$ cat config.mk
export PLATFORM = sky130hd
export DESIGN_NAME = fetch_controller
export DESIGN_NICKNAME = d
export VERILOG_FILES = /design/src/rtl/riscv_pkg.sv /design/src/rtl/fetch_hold_buf.sv /design/src/rtl/fetch_controller.sv
export SDC_FILE = /design/constraint.sdc
export NUM_CORES = 1
export LEC_CHECK = 0
export CORE_MARGIN = 3
export CORE_UTILIZATION = 50
export CTS_CLUSTER_SIZE = 24
export DETAILED_ROUTE_END_ITERATION = 16
export MAX_ROUTING_LAYER = met4
export PLACE_DENSITY = 0.81
export SLEW_MARGIN = 20
export SYNTH_ARGS = -nofsm -noshare
export SYNTH_HDL_FRONTEND = slang
export SYNTH_SLANG_ARGS = --single-unit
$ cat constraint.sdc
create_clock -name clk -period 6.15 [get_ports clk]
set_input_delay 1.23 -clock clk [delete_from_list [all_inputs] [get_ports clk]]
set_output_delay 1.23 -clock clk [all_outputs]
set_load 0.02 [all_outputs]
$ cat src/rtl/riscv_pkg.sv
// Shared definitions for the RV32IM core front end: widths, the canonical NOP and
// the fetch-sequencer state encoding.
package riscv_pkg;

    localparam int XLEN = 32;
    localparam logic [31:0] RV_NOP = 32'h0000_0013;

    typedef enum logic [1:0] {
        REQ  = 2'd0,
        WAIT = 2'd1,
        HOLD = 2'd2
    } fetch_state_t;

    function automatic logic [31:0] align_pc(input logic [31:0] addr);
        return {addr[31:2], 2'b00};
    endfunction

endpackage

$ cat src/rtl/fetch_hold_buf.sv
// One-entry buffer holding a fetched instruction and its PC while decode is stalled.
module fetch_hold_buf
    import riscv_pkg::*;
(
    input  logic            clk,
    input  logic            rst,
    input  logic            load,
    input  logic            clear,
    input  logic [XLEN-1:0] instr_in,
    input  logic [XLEN-1:0] pc_in,
    output logic            valid,
    output logic [XLEN-1:0] instr,
    output logic [XLEN-1:0] pc
);

    // Clear wins over load so a redirect can never leave stale data behind.
    always_ff @(posedge clk) begin
        if (rst || clear) begin
            valid <= 1'b0;
        end else if (load) begin
            valid <= 1'b1;
        end
    end

    always_ff @(posedge clk) begin
        if (rst) begin
            instr <= RV_NOP;
            pc    <= '0;
        end else if (load && !clear) begin
            instr <= instr_in;
            pc    <= pc_in;
        end
    end

endmodule

$ cat src/rtl/fetch_controller.sv
// IF-stage sequencer: owns the PC, issues single-outstanding imem requests and feeds IF/ID.
// Optional FETCH_PERF_CNT_EN adds delivered-instruction and stall-cycle counters.
module fetch_controller
    import riscv_pkg::*;
#(
    parameter logic [31:0] RESET_VECTOR = 32'h0000_0000,
    parameter int          XLEN         = 32
) (
    input  logic            clk,
    input  logic            rst,
    // Request transfers on a cycle with valid & ready; valid/addr hold until then,
    // except on redirect or rst. Exactly one response per accepted request.
    output logic            imem_req_valid,
    input  logic            imem_req_ready,
    output logic [XLEN-1:0] imem_req_addr,
    input  logic            imem_rsp_valid,
    input  logic [XLEN-1:0] imem_rsp_data,
    input  logic            stall,
    input  logic            redirect_valid,
    input  logic [XLEN-1:0] redirect_pc,
    output logic            ir_enable,
    output logic [XLEN-1:0] ir_instruction,
    output logic [XLEN-1:0] ir_pc
`ifdef FETCH_PERF_CNT_EN
    ,
    output logic [31:0]     perf_fetch_cnt,
    output logic [31:0]     perf_stall_cnt
`endif
);

    fetch_state_t    state, state_next;
    logic [XLEN-1:0] pc, pc_next;
    logic [XLEN-1:0] pc_inflight, inflight_next;
    logic            discard, discard_next;
    logic            buf_load, buf_clear, buf_valid;
    logic [XLEN-1:0] buf_instr, buf_pc;
    logic [XLEN-1:0] redirect_target;
    logic            delivered;

    fetch_hold_buf u_hold_buf (
        .clk      (clk),
        .rst      (rst),
        .load     (buf_load),
        .clear    (buf_clear),
        .instr_in (imem_rsp_data),
        .pc_in    (pc_inflight),
        .valid    (buf_valid),
        .instr    (buf_instr),
        .pc       (buf_pc)
    );

    assign redirect_target = align_pc(redirect_pc);
    assign imem_req_addr   = pc;

    always_ff @(posedge clk) begin
        if (rst) begin
            state       <= REQ;
            pc          <= RESET_VECTOR;
            pc_inflight <= RESET_VECTOR;
            discard     <= 1'b0;
        end else begin
            state       <= state_next;
            pc          <= pc_next;
            pc_inflight <= inflight_next;
            discard     <= discard_next;
        end
    end

    always_comb begin
        state_next     = state;
        pc_next        = pc;
        inflight_next  = pc_inflight;
        discard_next   = discard;
        buf_load       = 1'b0;
        buf_clear      = 1'b0;
        delivered      = 1'b0;
        imem_req_valid = 1'b0;
        ir_enable      = 1'b0;
        ir_instruction = RV_NOP;
        ir_pc          = pc;

        case (state)
            REQ: begin
                imem_req_valid = 1'b1;
                if (imem_req_ready) begin
                    state_next    = WAIT;
                    inflight_next = pc;
                    // A request accepted in the redirect cycle is already in flight.
                    if (redirect_valid) discard_next = 1'b1;
                end
            end
            WAIT: begin
                if (redirect_valid) begin
                    if (imem_rsp_valid) begin
                        state_next   = REQ;
                        discard_next = 1'b0;
                    end else begin
                        discard_next = 1'b1;
                    end
                end else if (imem_rsp_valid) begin
                    if (discard) begin
                        state_next   = REQ;
                        discard_next = 1'b0;
                    end else if (!stall) begin
                        state_next     = REQ;
                        ir_enable      = 1'b1;
                        ir_instruction = imem_rsp_data;
                        ir_pc          = pc_inflight;
                        pc_next        = pc_inflight + 32'd4;
                        delivered      = 1'b1;
                    end else begin
                        state_next = HOLD;
                        buf_load   = 1'b1;
                    end
                end
            end
            HOLD: begin
                if (redirect_valid) begin
                    state_next = REQ;
                end else if (!stall) begin
                    state_next     = REQ;
                    ir_enable      = buf_valid;
                    ir_instruction = buf_instr;
                    ir_pc          = buf_pc;
                    pc_next        = buf_pc + 32'd4;
                    buf_clear      = 1'b1;
                    delivered      = buf_valid;
                end
            end
            default: state_next = REQ;
        endcase

        // Redirect overrides every state's delivery and loads a bubble instead.
        if (redirect_valid) begin
            pc_next        = redirect_target;
            ir_enable      = 1'b1;
            ir_instruction = RV_NOP;
            ir_pc          = redirect_target;
            buf_clear      = 1'b1;
            delivered      = 1'b0;
        end

        if (rst) begin
            imem_req_valid = 1'b0;
            ir_enable      = 1'b0;
            ir_instruction = RV_NOP;
            ir_pc          = RESET_VECTOR;
            delivered      = 1'b0;
        end
    end

`ifdef FETCH_PERF_CNT_EN
    always_ff @(posedge clk) begin
        if (rst) begin
            perf_fetch_cnt <= '0;
            perf_stall_cnt <= '0;
        end else begin
            if (delivered) perf_fetch_cnt <= perf_fetch_cnt + 32'd1;
            if (state == HOLD || (state == WAIT && stall))
                perf_stall_cnt <= perf_stall_cnt + 32'd1;
        end
    end
`endif

endmodule

After elaboration in Yosys (flattened, before gate mapping)
Cells that the tools add are included.
{"block": "word_totals", "ff_bits": 132, "in_bits": 70, "output_inout_bits": 98, "word_cells": 86}
{"block": "op_classes", "addsub": 2, "eq_ne": 12, "muxes": 51, "n_reduce_logical": 13}
{"op": "32-bit two-way mux", "count": 17}
{"op": "32-bit case mux with 2 select lines", "count": 3}
{"op": "32-bit by 3-bit adder with 32-bit output (second input constant)", "count": 2}
{"op": "1-bit two-way mux", "count": 20}
{"op": "2-bit two-way mux", "count": 8}
{"op": "2-bit != test (second input constant)", "count": 6}
{"op": "3-bit != test (second input constant)", "count": 4}
{"op": "5-bit AND reduction", "count": 2}
{"op": "2-bit case mux with 3 select lines", "count": 1}
{"op": "1-bit case mux with 2 select lines", "count": 2}
{"op": "4-bit AND reduction", "count": 1}
{"op": "2-bit nonzero test", "count": 2}
{"op": "3-bit AND reduction", "count": 1}
{"op": "3-bit nonzero test", "count": 1}
{"op": "2-bit by 1-bit == test with 1-bit output (second input constant)", "count": 1}
{"op": "2-bit == test (second input constant)", "count": 1}
{"op": "2-bit logical NOT", "count": 1}
{"op": "2-bit AND reduction", "count": 1}
{"op": "2-bit OR reduction", "count": 1}
{"op": "1-bit logical AND", "count": 1}
{"op": "1-bit logical NOT", "count": 1}
{"op": "1-bit logical OR", "count": 1}

Depth between registers and ports, before layout
Gate-level depths: netlist of the first run.
{"block": "logic_depth", "ltp_word": 6, "depth_mapped": 15, "mapped_depth_nobuf": 10}

Modules after synthesis
Synthesis of the first run repeated with hierarchy kept, for this count alone.
{"block": "unflattened", "hier_cells": 992, "hier_area_um2": 8289.2}
{"mod": "fetch_controller", "instances": 1, "cells_per_inst": 699, "area_each_um2": 5077.4, "seq_area_each_um2": 1341.3}
{"mod": "fetch_hold_buf", "instances": 1, "cells_per_inst": 293, "area_each_um2": 3211.8, "seq_area_each_um2": 1301.2}

Worst setup path before layout of the first run
No wires, ideal clock.
{"block": "synth_path", "kind": "in2out", "from": "input port stall", "to": "output port ir_pc[20]", "t_arrival_ns": 2.949, "t_required_ns": 4.920, "setup_slack_ns": 1.971, "cell_stages": 9, "n_path_buf": 3, "cell_sequence": "clkbuf_1 a21o_1 o31ai_1 and2_1 nor3_1 clkbuf_1 clkbuf_1 a22oi_1 o21ai_0"}
{"block": "synth_via", "elab_chain_len": 6, "word_cells_on_any_way": 7, "classes_between": "mux (7)"}
{"item": "start: declaration", "line": "fetch_controller.sv:18", "text": "input logic stall,"}
{"item": "32-bit two-way mux", "line": "fetch_controller.sv:104", "text": "end else if (!stall) begin"}
{"item": "32-bit two-way mux", "line": "fetch_controller.sv:101", "text": "if (discard) begin"}
{"item": "32-bit two-way mux", "line": "fetch_controller.sv:100", "text": "end else if (imem_rsp_valid) begin"}
{"item": "32-bit case mux with 2 select lines (*)", "line": "fetch_controller.sv:82", "text": "case (state)"}
{"item": "32-bit two-way mux (*)", "line": "fetch_controller.sv:134", "text": "if (redirect_valid) begin"}
{"item": "32-bit two-way mux (*)", "line": "fetch_controller.sv:143", "text": "if (rst) begin"}
{"item": "end: declaration", "line": "fetch_controller.sv:23", "text": "output logic [XLEN-1:0] ir_pc"}
Mark *: on every way between the ends. The rest lies on a longest branch, timed or not.

Worst setup path after layout of the first run
{"block": "layout_path", "from": "input port stall", "to": "output port ir_pc[8]"}
Same word-level chain as after synthesis.

==> out/metrics.cfg, run 1 <==
[outcome]
status = finished, final reports clean

[place]
dp_slack_ps = 717.9
port_buffers = 165
finalWeightedCongestion = 0.9297
dpl.hpwl_mm = 14.86

[critical_path]
critPathSlowestCell = clkdlybuf4s50_1
cp_num_buf_inv = 3
cpMostUsedCell = clkdlybuf4s50_1
path_depth = 9
critical_path_class = in -> out
r2r_cells = 11
worst_ep_required_time_ps = 4920
path_max_fanout = 11
cp_top_family = buffers and inverters
critPathMaxStageDelay_ps = 750
crit_arrival_ps = 4250
cp-start-kind = input port
cp-end-kind = output port
crit_path_cell_trace = clkdlybuf4s50_1 > a21o_1 > o31ai_1 > and2_1 > nor3_2 > buf_4 > a22oi_1 > o21ai_0 > clkdlybuf4s50_1

[global_routing]
grt_max_degree = 81
antenna_found_initial = 0
grt_pass1_wl_mm = 36.94
overflow = 0
grtUsageTotal_pct = 28.95
grt_pass1_vias = 7272

[power]
power_frac_clock_pct = 44.4
swShare_pct = 25.70
p_sw_uw = 575.6
p_leak_nw = 2.973
power.internal_mw = 1.664
p_seq_share_pct = 40.9
power_frac_comb_pct = 14.7
powerDensity_nw_per_um2 = 234.7
max-vdd-ir-drop_uv = 191.9

[clock_tree]
clk_path_buf_depth = 2
h-tree-depth = 4
clkLatencyLatePin_ps = 420
cts_resized = 0
cts_root_buf = clkbuf_16
clock-sinks = 132
ctsHoldBuffers = 0
path_clk_slew_ps = 60
numCtsBuffers = 17
cts_tree = yes
cts_setup_buffers = 0

[hold_path]
hold_depth = 2
hp-class = reg -> reg

[synth]
synth_cells = 982
syn_area_per_cell_um2 = 7.361
yosys-top-cells-count = 228 x nand2_1, 132 x dfxtp_1, 115 x a21oi_1
synthArstFlopShare_pct = 0
yosysMostFrequentCell = nand2_1
ys_seq_area_share_pct = 36.56
yosysWarningCount = 0
yosysTopAreaCell = dfxtp_1
synth_fa_ha_area_share_pct = 0.6924
muxShareOfSynthArea_pct = 4.379
synth_top_family_by_area = compound AO/OA/AOI/OAI gates
synth_xor_xnor_area_share_pct = 2.302
synth-compound-area-share_pct = 27.85
yosys_most_used_dff = dfxtp_1
yosysUniqueCellTypes = 52
yosysTopAreaCellShare_pct = 36.56
synth_edf_count = 0
synth_area_leaders = dfxtp_1 37%, nand2_1 12%, a22oi_1 10%, a21oi_1 8.0%, mux2i_1 3.6%
syn_nets = 1056
synth-seq-cells = 132
synthSimpleGateAreaFrac_pct = 23.16
synth_area_um2 = 7228

[floorplanning]
die_h_um = 126.2
fp.dieArea_um2 = 15940
io_pins = 168
num_rows = 43
start_util_pct = 51.67
coreArea_um2 = 13990
die_w_um = 126.2

[timing]
worstMarginPinSlew_ps = 1009
clock_skew_ps = 5.042
relSlewSlack_pct = 32.52
fin_ws_ps = 673.5
setup_viol = 0
rsz0062_at_grt = false
period_minus_slack_ps = 5476
tns_ps = 0
report.final.hold_viol_count = 0
fin_crit_sh_pct = 89.05
final_max_slew_viol_count = 0
max_freq_mhz = 182.6

[detailed_routing]
wl_mm = 22.92
drt_iter0_markers = 893
antenna_left = 0
num_vias = 7887
drc_errors = 0
firstDrtPassIters = 6
wire_per_inst_um = 17.70
vias_per_cell = 6.090

[final_layout]
regArea_um2 = 2643
fill_cells = 1216
multiInputGateArea_um2 = 4257
areaGrowthSynthToFinish_pct = 32.01
drive_gt1_share_pct = 5.650
nets = 1177
n_antenna_cell = 0

[flow_run]
cap_viol_max_count = 0

[flip-flops by register name (all words and copies together) (netlist names)]
name              cells
state                 2
u_hold_buf.valid      1
imem_req_addr        32
u_hold_buf.instr     32
u_hold_buf.pc        32
discard               1
pc_inflight          32
[cell type report]
cell class / instances / area share, %
inverters: 10 / 0.3934
multi-input cells: 757 / 44.61
well taps: 180 / 2.360
clock buffers: 27 / 5.271
flip-flops and latches: 132 / 27.69
repair buffers: 185 / 18.94
clock inverters: 4 / 0.7343
[tightest hold or removal path, delay by kind of cell (launching register included)]
kind / cells / cell delay (ps)
AO/OA/AOI/OAI: 1 / 50
flip-flops: 1 / 310
AND/OR/NAND/NOR: 1 / 50
[metrics by stage]
step	area (um2)	power (mW)	hold slack (ps)	cells	util, %
floorplan	7228	1.099	436.8	982	-
global placement	8969	1.253	442.4	1264	64.11
detailed placement	8969	1.257	450.2	1264	64.11
CTS	9542	2.243	457.7	1295	68.21
global route	9542	2.312	473.5	1295	68.21
finish	9542	2.239	452.4	1295	68.21
[layout by cell type (no fill, tap or decap), types with 8 or more instances in the layout]
cell,count
nand2_1,227
a21oi_1,114
o21ai_0,48
a211oi_1,14
a2111oi_0,9
buf_4,20
clkbuf_16,17
xor2_1,11
dfxtp_1,132
a22oi_1,97
nand3_1,22
inv_1,8
nand3b_1,11
mux2i_1,26
xnor2_1,8
nor3_1,17
or3_1,8
nor2_1,63
clkdlybuf4s50_1,163
[cells by family (layout without fill, tap and decap cells)]
logic type,count (synthesis),in the layout
buf+inv,93,226
simple gates,385,385
compound gates,318,318
mux,31,31
flops,132,132
xor+xnor,19,19
fa+ha+maj,4,4
[power by group through the flow]
stage / registers [mW] / clock network, mW / logic (mW)
final: 0.916 / 0.995 / 0.329
after global routing: 0.920 / 1.04 / 0.354
after CTS: 0.915 / 1.00 / 0.327
after detailed placement: 0.932 / 0 / 0.324
after global placement: 0.932 / 0 / 0.321
after floorplan: 0.943 / 0 / 0.156
[routing by layer]
layer / track usage (%) / vias up / part of all wire (%)
li1: - / 3767 / -
met1: 38.58 / 3702 / 43
met2: 44.82 / 381 / 46
met3: 5.174 / 37 / 8.6
met4: 9.401 / 0 / 2.3
met5: - / - / 0
[path summary, 6_finish.rpt]
check | from | to | slack [ps]
setup reg to reg | state[0] | imem_req_addr[20] | 2070
hold / removal | u_hold_buf.instr[24] | u_hold_buf.instr[24] | 450
setup / recovery | stall | ir_pc[8] | 670
hold reg to reg | u_hold_buf.instr[24] | u_hold_buf.instr[24] | 450
Note: power is estimated with default switching activity, not from simulation.
==> inputs of run 2 (changes only) <==
--- a/config.mk
+++ b/config.mk
@@ -6,11 +6,11 @@
 export NUM_CORES = 1
 export LEC_CHECK = 0
 export CORE_MARGIN = 3
-export CORE_UTILIZATION = 50
+export CORE_UTILIZATION = 55
 export CTS_CLUSTER_SIZE = 24
 export DETAILED_ROUTE_END_ITERATION = 16
 export MAX_ROUTING_LAYER = met4
-export PLACE_DENSITY = 0.81
+export PLACE_DENSITY = 0.88
 export SLEW_MARGIN = 20
 export SYNTH_ARGS = -nofsm -noshare
 export SYNTH_HDL_FRONTEND = slang
==> run 2 against run 1 <==
Routed wire length increased by 0.81%. Combinational power is essentially flat. Setup slack gained 3.9 ps. Via count is 1.1% higher. Sequential share of layout area about the same. Total power increased by 2.2%. Clock power rose by 5%. Die area decreased by 8.7%. Hold slack gained 1.2 ps. Sequential power about the same. Largest cell class unchanged.
==> out/metrics.cfg, run 2 (synthesized netlist as in run 1, its figures left out) <==
[outcome]
status = finished, final reports clean

[flow_run]
cap_viol_max_count = 0

[timing]
period_minus_slack_ps = 5473
worstMarginPinSlew_ps = 964.1
final_max_slew_viol_count = 0
fin_crit_sh_pct = 88.98
report.final.hold_viol_count = 0
relSlewSlack_pct = 35.45
tns_ps = 0
setup_viol = 0
rsz0062_at_grt = false
clock_skew_ps = 13.07
max_freq_mhz = 182.7
fin_ws_ps = 677.5

[global_routing]
grt_max_degree = 82
grt_pass1_wl_mm = 36.52
overflow = 0
grt_pass1_vias = 7182
antenna_found_initial = 0
grtUsageTotal_pct = 31.71

[floorplanning]
fp.dieArea_um2 = 14550
start_util_pct = 56.82
num_rows = 41
coreArea_um2 = 12720
io_pins = 168
die_h_um = 120.6
die_w_um = 120.6

[clock_tree]
cts_setup_buffers = 0
clk_path_buf_depth = 2
numCtsBuffers = 17
cts_resized = 0
cts_tree = yes
clkLatencyLatePin_ps = 420
ctsHoldBuffers = 0
path_clk_slew_ps = 50
clock-sinks = 132
h-tree-depth = 4
cts_root_buf = clkbuf_16

[detailed_routing]
drc_errors = 0
wire_per_inst_um = 17.94
num_vias = 7972
wl_mm = 23.10
drt_iter0_markers = 976
firstDrtPassIters = 6
antenna_left = 0
vias_per_cell = 6.189

[final_layout]
areaGrowthSynthToFinish_pct = 32.20
nets = 1177
final_cell_mix = 227 x nand2_1, 163 x clkdlybuf4s50_1, 132 x dfxtp_1
n_antenna_cell = 0
final_common_cell = nand2_1
drive_gt1_share_pct = 5.914

[power]
p_leak_nw = 2.981
max-vdd-ir-drop_uv = 178.1
powerDensity_nw_per_um2 = 239.5

[critical_path]
critical_path_class = in -> out
crit_arrival_ps = 4240
cp-end-kind = output port
path_max_fanout = 11
cp-start-kind = input port
worst_ep_required_time_ps = 4920

[hold_path]
hp-class = reg -> reg

[place]
dpl.hpwl_mm = 14.95
dp_slack_ps = 726.1
port_buffers = 165
finalWeightedCongestion = 0.9381

[run 2: layout make-up]
cell class              instances  area [um2]
clock buffers                  24       481.7
clock inverters                 8       123.9
fillers                       993        3167
inverters                      10       37.54
multi-input cells             757        4257
flip-flops and latches        132        2643
well taps                     172       215.2
repair buffers                185        1798
[run 2: worst paths after layout]
check / start / slack, ps / end / depth (start not counted)
min reg2reg: u_hold_buf.instr[28] / 450 / u_hold_buf.instr[28] / 2
max: stall / 680 / ir_pc[8] / 9
max reg2reg: state[0] / 1910 / imem_req_addr[29] / 9
min: u_hold_buf.instr[28] / 450 / u_hold_buf.instr[28] / 2
[run 2: stage by stage]
step                instance area (um2)  hold slack (ps)  utilization [%]  power (mW)  std cells
finish                             9555            453.6            75.11       2.289       1288
CTS                                9555            454.6            75.11       2.285       1288
floorplan                          7228            436.8                -       1.099        982
global placement                   8939            441.9            70.26       1.249       1255
global route                       9555            475.1            75.11       2.360       1288
detailed placement                 8950            446.9            70.35       1.255       1256
[run 2: where the power goes]
group          leakage, nW  internal [mW]  switching (mW)
Sequential            1.07          0.884          0.0319
Combinational         1.62          0.142           0.186
Clock                0.290          0.669           0.376
[run 2: critical path, stage by stage]
cell and delay [ps]:
clkdlybuf4s50_1 740, a21o_1 190, o31ai_1 80, and2_1 230, nor3_2 590, buf_4 320, a22oi_1 90, o21ai_0 110
clkdlybuf4s50_1 650
[run 2: metal layers]
| layer | up-vias | track usage [%] | share of wire [%] |
|---|---|---|---|
| met2 | 459 | 49.98 | 48 |
| met5 | - | - | 0 |
| li1 | 3753 | - | - |
| met3 | 48 | 5.659 | 9.5 |
| met1 | 3712 | 41.52 | 40 |
| met4 | 0 | 10.48 | 2.3 |
==> inputs of run 3 (changes only) <==
--- a/config.mk
+++ b/config.mk
@@ -9,6 +9,7 @@
 export CORE_UTILIZATION = 55
 export CTS_CLUSTER_SIZE = 24
 export DETAILED_ROUTE_END_ITERATION = 16
+export GPL_TIMING_DRIVEN = 0
 export MAX_ROUTING_LAYER = met4
 export PLACE_DENSITY = 0.88
 export SLEW_MARGIN = 20
==> run 3 against run 2 <==
Sequential power about the same. Clock skew fell by 7.1 ps. Clock-buffer cell count fell by 4. Global-route usage rose by 6.6 points. Utilization rose by 1.4 points. Setup slack lost 420 ps. Highest routed layer unchanged. Register-to-register slack worse by 590 ps. Cell count rose by 4.8%. Sequential cell count is the same. First-iteration DRC count is 55% higher. Total power is 3.8% higher. Cell area is 1.8% higher.
==> out/metrics.cfg, run 3 (synthesized netlist as in run 1, its figures left out) <==
[floorplanning]
start_util_pct = 56.82
num_rows = 41
coreArea_um2 = 12720
die_w_um = 120.6
die_h_um = 120.6
fp.dieArea_um2 = 14550
io_pins = 168

[final_layout]
nets = 1239
drive_gt1_share_pct = 4.075
final_common_cell = nand2_1
areaGrowthSynthToFinish_pct = 34.60
n_antenna_cell = 0
final_cell_mix = 228 x nand2_1, 164 x clkdlybuf4s50_1, 132 x dfxtp_1

[clock_tree]
numCtsBuffers = 17
cts_root_buf = clkbuf_16
clk_path_buf_depth = 2
path_clk_slew_ps = 50
cts_resized = 0
clock-sinks = 132
clkLatencyLatePin_ps = 430
h-tree-depth = 4
cts_tree = yes
cts_setup_buffers = 0
ctsHoldBuffers = 0

[power]
max-vdd-ir-drop_uv = 197.1
p_leak_nw = 3.019
powerDensity_nw_per_um2 = 244.3

[place]
dpl.hpwl_mm = 19.07
port_buffers = 164
finalWeightedCongestion = 1.038
dp_slack_ps = 448.7

[critical_path]
r2r_cells = 15
worst_ep_required_time_ps = 4920
cp-end-kind = output port
path_max_fanout = 10
crit_arrival_ps = 4670
cp-start-kind = input port
critical_path_class = in -> out

[global_routing]
grt_pass1_wl_mm = 42.70
grtUsageTotal_pct = 38.27
antenna_found_initial = 0
overflow = 0
grt_max_degree = 17
grt_pass1_vias = 8136

[flow_run]
cap_viol_max_count = 0

[detailed_routing]
vias_per_cell = 6.503
wl_mm = 28.04
antenna_left = 0
drt_iter0_markers = 1512
num_vias = 8779
wire_per_inst_um = 20.77
firstDrtPassIters = 7
drc_errors = 0

[timing]
clock_skew_ps = 5.938
tns_ps = 0
max_freq_mhz = 169.6
fin_crit_sh_pct = 95.87
setup_viol = 0
worstMarginPinSlew_ps = 1030
period_minus_slack_ps = 5896
relSlewSlack_pct = 31.30
fin_ws_ps = 253.9
rsz0062_at_grt = false
report.final.hold_viol_count = 0
final_max_slew_viol_count = 0

[outcome]
status = finished, final reports clean

[hold_path]
hold_depth = 2
hp-class = reg -> reg

run 3: cell count changes in the layout (fill, tap and decap cells not counted), moves of 2 or more:
cell,before,now
nor2_1,63,65
buf_2,1,7
clkbuf_1,4,68
clkinvlp_4,2,4
buf_1,0,7
buf_4,20,0
run 3: layout make-up:
type / instances / area (um2)
multi-input cells: 757 / 4220
clock inverters: 12 / 177.7
flip-flops and latches: 132 / 2643
inverters: 10 / 37.54
clock buffers: 20 / 466.7
plain buffers: 83 / 327.8
fillers: 995 / 2993
well taps: 172 / 215.2
repair buffers: 164 / 1642
run 3: path summary, 6_finish.rpt:
check / from / to / slack, ps
setup reg to reg: state[0] / imem_req_addr[20] / 1320
setup / recovery: redirect_valid / ir_pc[31] / 250
hold / removal: u_hold_buf.instr[18] / u_hold_buf.instr[18] / 450
hold reg to reg: u_hold_buf.instr[18] / u_hold_buf.instr[18] / 450
run 3: report_power, final:
part           internal, mW  switching, mW
combinational         0.144          0.205
clock                 0.710          0.400
sequential            0.884         0.0343
total                  1.74          0.639
run 3: routing by layer:
| layer | vias up | global-route usage [%] | part of all wire, % |
|---|---|---|---|
| li1 | 3884 | - | - |
| met5 | - | - | 0 |
| met1 | 4025 | 47.07 | 37 |
| met4 | 0 | 21.74 | 5.2 |
| met2 | 717 | 58.30 | 45 |
| met3 | 153 | 8.326 | 12 |
run 3: worst max-delay path, stage by stage:
cell and delay, ps:
clkdlybuf4s50_1 620, clkbuf_1 550, clkbuf_1 560, clkbuf_1 540, a22oi_1 180, o22ai_1 310, clkdlybuf4s50_1 670
run 3: metrics by stage:
step | utilization (%) | cells | area, um2 | hold WS, ps | power, mW
floorplan | - | 982 | 7228 | 436.8 | 1.099
global placement | 71.41 | 1318 | 9085 | 442.1 | 1.267
detailed placement | 71.41 | 1318 | 9085 | 446.9 | 1.272
CTS | 76.48 | 1350 | 9729 | 457.8 | 2.363
global route | 76.48 | 1350 | 9729 | 473.1 | 2.434
finish | 76.48 | 1350 | 9729 | 454.3 | 2.376
